$ cat src/rtl/mul_arbiter.sv
// Round-robin front end that shares one multiplier between two requesters.
// Latches operands, runs the level start/done handshake and aborts jobs that overrun.
module mul_arbiter #(
  parameter int DW          = 16,
  parameter int RW          = 32,
  parameter int TIMEOUT_CYC = 64,
  parameter int CW          = 7
) (
  input  logic          clk,
  input  logic          rst,
  input  logic          req0,
  input  logic [DW-1:0] src1_0,
  input  logic [DW-1:0] src2_0,
  output logic          ack0,
  output logic [RW-1:0] res0,
  output logic          res_valid0,
  output logic          err0,
  input  logic          req1,
  input  logic [DW-1:0] src1_1,
  input  logic [DW-1:0] src2_1,
  output logic          ack1,
  output logic [RW-1:0] res1,
  output logic          res_valid1,
  output logic          err1,
  output logic [DW-1:0] mul_src1,
  output logic [DW-1:0] mul_src2,
  output logic          mul_start,
  input  logic [RW-1:0] mul_res,
  input  logic          mul_done,
  output logic          busy
);

  typedef enum logic [1:0] {IDLE, ISSUE, GAP} state_t;

  localparam logic [CW-1:0] LAST_CNT = CW'(TIMEOUT_CYC - 1);

  state_t        state;
  logic          last_grant;
  logic          grant_id;
  logic [CW-1:0] cnt;
  logic          gnt_any;
  logic          gnt_port;

  // On contention the port that was not served last wins.
  always_comb begin
    gnt_any  = req0 | req1;
    gnt_port = req1;
    if (req0 && req1) gnt_port = ~last_grant;
  end

  // NOTE: sequential state uses non-blocking assignments so every flop samples pre-edge values.
  always_ff @(posedge clk or posedge rst) begin
    if (rst) begin
      state      <= IDLE;
      last_grant <= 1'b1;
      grant_id   <= 1'b0;
      cnt        <= '0;
      ack0       <= 1'b0;
      ack1       <= 1'b0;
      res0       <= '0;
      res1       <= '0;
      res_valid0 <= 1'b0;
      res_valid1 <= 1'b0;
      err0       <= 1'b0;
      err1       <= 1'b0;
      mul_src1   <= '0;
      mul_src2   <= '0;
      mul_start  <= 1'b0;
    end else begin
      ack0       <= 1'b0;
      ack1       <= 1'b0;
      res_valid0 <= 1'b0;
      res_valid1 <= 1'b0;
      case (state)
        IDLE: begin
          if (gnt_any) begin
            mul_src1  <= gnt_port ? src1_1 : src1_0;
            mul_src2  <= gnt_port ? src2_1 : src2_0;
            ack0      <= ~gnt_port;
            ack1      <= gnt_port;
            mul_start <= 1'b1;
            grant_id  <= gnt_port;
            cnt       <= '0;
            state     <= ISSUE;
          end
        end
        ISSUE: begin
          // A done on the timeout edge still returns the real product.
          if (mul_done || cnt == LAST_CNT) begin
            if (grant_id) begin
              res1       <= mul_done ? mul_res : '0;
              err1       <= ~mul_done;
              res_valid1 <= 1'b1;
            end else begin
              res0       <= mul_done ? mul_res : '0;
              err0       <= ~mul_done;
              res_valid0 <= 1'b1;
            end
            mul_start  <= 1'b0;
            last_grant <= grant_id;
            state      <= GAP;
          end else begin
            cnt <= cnt + 1'b1;
          end
        end
        GAP:     state <= IDLE;
        default: state <= IDLE;
      endcase
    end
  end

  assign busy = (state != IDLE);

endmodule

$ cat config.mk
export PLATFORM = sky130hd
export DESIGN_NAME = mul_arbiter
export DESIGN_NICKNAME = d
export VERILOG_FILES = /design/src/rtl/mul_arbiter.sv
export SDC_FILE = /design/constraint.sdc
export NUM_CORES = 1
export LEC_CHECK = 0
export BUFFER_PORTS_ARGS = -buffer_cell sky130_fd_sc_hd__buf_2
export CAP_MARGIN = 20
export CORE_MARGIN = 1
export CORE_UTILIZATION = 47
export DETAILED_ROUTE_END_ITERATION = 8
export GPL_ROUTABILITY_DRIVEN = 0
export PLACE_DENSITY = 0.77
export SLEW_MARGIN = 20
export SYNTH_ARGS = -nofsm -noshare
export SYNTH_HDL_FRONTEND = slang
export SYNTH_SLANG_ARGS = --single-unit
$ cat constraint.sdc
create_clock -name clk -period 4.9 [get_ports clk]
set_clock_uncertainty 0.2 [all_clocks]
set_input_delay 0.98 -clock clk [delete_from_list [all_inputs] [get_ports clk]]
set_output_delay 0.98 -clock clk [all_outputs]
set_load 0.005 [all_outputs]
==> results.txt <==
sink count of the clock tree - 114
effective utilization at floorplan - 48.6%
Post-Syn Nets - 459
maximum number of pins on one net before global-route repair - 91
Worst R2R Start - cnt[0]$_DFFE_PP0P_
detailed router's first-iteration violation count - 168
Crit Path Class - register to output pin
Diodes inserted - 0
buffering stage count on the worst path with inverters included - 2
Buffers on Ports - 204
cell-by-cell listing of the critical path - nor2_1 -> inv_1 -> buf_2
final layout net count - 661
clock latency of the later-clocked register in the worst-skew pair - 500 ps
max-capacitance violation count - 0
Worst Path Arrival - 1460 ps
endpoints failing setup - 0
vias per cell - 5.31
startpoint kind of the worst setup timing path - register
Antenna Nets Post-Route - 0
shortest period the worst path allows - 2640 ps
most frequent standard cell in the layout excluding fill and tap cells - buf_2
Worst-Margin Slew - 913 ps
slowest cell delay on critical path - 380 ps
Async SR Flop Fraction - 100%
setup repair after global routing missed its margin - false
max-slew violation total from the final report - 0
number of library cell types mapped by synthesis - 36
highest ir drop seen on vdd - 0.298 mV
number of synthesized flops with an enable pin - 0
via count of the routed design - 3722
cell taking the most area after synthesis - dfrtp_1
cell area after synthesis - 4510 sq um
layout cells sized above 1 - 44.9%
source of the worst hold timing path - mul_src1[1]$_DFFE_PP0P_
clock network fraction of total power - 29.4%
most area-consuming cells after synthesis - dfrtp_1 (63%), a22o_1 (12%), mux2i_1 (7.3%)
die height - 100 microns
count of yosys warnings during synthesis - 0
highest achievable clock rate - 378 MHz
total core area - 9280 sq um
half-perimeter wire length of the detailed placement result - 7990 microns
kind of capture point of the worst setup path - output pin
kind of path behind the tightest hold check - register to register
Die W - 100 microns
most instantiated flip-flop cell in the synthesis netlist - dfrtp_1
clock tree root buffer cell - clkbuf_8
family with the most delay on the worst path - flip-flops
internal power summed over all cells - 0.00274 W
Cell Rows - 35
setup TNS - 0 ps
final worst-path cycle share - 54.0%
sequential share of the synthesized area - 63.2%
critical path peak fanout - 4
number of buffers added by the clock tree synthesis step - 17
synth-to-layout area growth - 37.6%
Final Hold Vio Count - 0
Critical Path Slowest Stage Cell - dfrtp_1
Hold-fix buffers, CTS - 0
flops & latches, synth - 114
number of iterations in the first detailed-routing pass - 4
final routed wire length divided by cell count - 16.5 microns
number of design rule violations left after detail routing - 0
Max Root-Sink Buffers - 2
share of power burned in combinational logic - 31.6%
buffers inserted by post-CTS timing repair - 0
sum of routed wire length over all layers - 11600 microns
beginning of the critical path - state[0]$_DFFE_PP0P_
PwrDens - 650 nW/um^2
run status - finished clean
top library cells by usage in the layout, fill and taps aside - buf_2 (204), dfrtp_1 (113), a22o_1 (64)
count of pins on the block boundary - 205
number of antenna violations at the first check in global routing - 0
area fraction of the dominant cell type after synthesis - 62.7%
power share of the sequential group - 39.1%
clock slew at the register clock pins of the worst setup and hold paths - 60 ps
Req. time, crit path - 3720 ps
overall overflow remaining after global route - 0
total chip power - 0.00404 W
TritonCTS clock tree - built
synthesized netlist cell count - 357
P_leak - 3.26 nW
mean area per synthesized cell - 12.6 sq um
Net Switching - 0.00130 W
number of global-route vias before repair - 3702
total global routing track utilization - 24.3%
htree depth - 4
wire length of the first global-routing pass - 18700 microns
post-cts repair resize count - 0
Max-Slew Margin vs Limit - 39.0%
net switching share of the total power - 32.2%
die area - 10000 sq um
## flip-flops by register name, summed over array words and instances (netlist names)
signal      cells
cnt             7
mul_src1       16
ack0            1
res_valid0      1
err0            1
mul_start       1
ack1            1
grant_id        1
mul_src2       16
res_valid1      1
state           2
err1            1
res0           32
last_grant      1
res1           32
## worst paths after layout
kind,to,slack [ps],cells after the start
setup / recovery,busy,2260,3
setup reg to reg,res1[3]$_DFFE_PP0P_,2430,5
hold reg to reg,mul_src1[1]$_DFFE_PP0P_,270,2
hold / removal,mul_src1[1]$_DFFE_PP0P_,270,2
max in group asynchronous,res0[17]$_DFFE_PP0P_,3220,3
min in group asynchronous,mul_src2[11]$_DFFE_PP0P_,430,2
## per-layer routing
layer,GRT usage [%],up-vias,part of all wire (%)
met5,0,-,0
met4,8.47,0,1.8
met3,6.06,20,5.1
met2,40.8,137,52
met1,30.7,1864,41
li1,-,1701,-
## through the flow
| stage | worst slack [ps] | instances | utilization, % | cell area, sq um | hold WS (ps) |
|---|---|---|---|---|---|
| after floorplan | 706 | 357 | - | 4510 | 273 |
| after detailed placement | 1990 | 669 | 60.6 | 5630 | 265 |
| after global routing | 2140 | 701 | 66.9 | 6210 | 307 |
| after CTS | 2210 | 701 | 66.9 | 6210 | 278 |
| final | 2260 | 701 | 66.9 | 6210 | 272 |
| after global placement | 2100 | 669 | 60.6 | 5620 | 259 |
## Yosys cell counts, types with 2 or more instances
cell type,instances
dfrtp_1,113
a22o_1,64
nand2_1,40
o21ai_0,35
mux2i_1,33
buf_2,12
clkbuf_1,8
buf_4,6
inv_1,6
nor2_1,5
a21o_1,3
a31oi_1,3
and2_1,3
nor3_1,3
nand3_2,2
## kinds of logic after synthesis
| kind of cell | synth area share (%) |
|---|---|
| buffers and inverters | 3.49 |
| multiplexers | 7.57 |
| flip-flops | 63.2 |
| AO/OA/AOI/OAI | 19.1 |
| adder cells (fa/ha/maj) | 0.277 |
| AND/OR/NAND/NOR | 6.35 |
## final cells by class
cell class | instances | area [sq um]
fill | 752 | 3070
sequential | 114 | 2850
multi-input combinational | 211 | 1530
clock buffer | 18 | 428
timing repair buffer | 209 | 1060
clock inverter | 14 | 156
tap | 129 | 161
inverter | 6 | 27.5
## worst register-to-register path, delay by kind of cell, from the launching register on
kind / cells / cell delay (ps)
and+or+nand+nor: 2 / 800
AOI/OAI and AO/OA: 2 / 730
DFF: 1 / 380
adders and majority gates: 1 / 230
## power by group through the flow
stage	Combinational (W)	Clock [W]	Sequential [W]
final	0.00128	0.00119	0.00158
after global routing	0.00141	0.00125	0.00163
after CTS	0.00129	0.00120	0.00158
after floorplan	0.000651	0	0.00161
after global placement	0.00123	0	0.00157
after detailed placement	0.00128	0	0.00159
No activity file was read; power rests on OpenSTA's default activity.
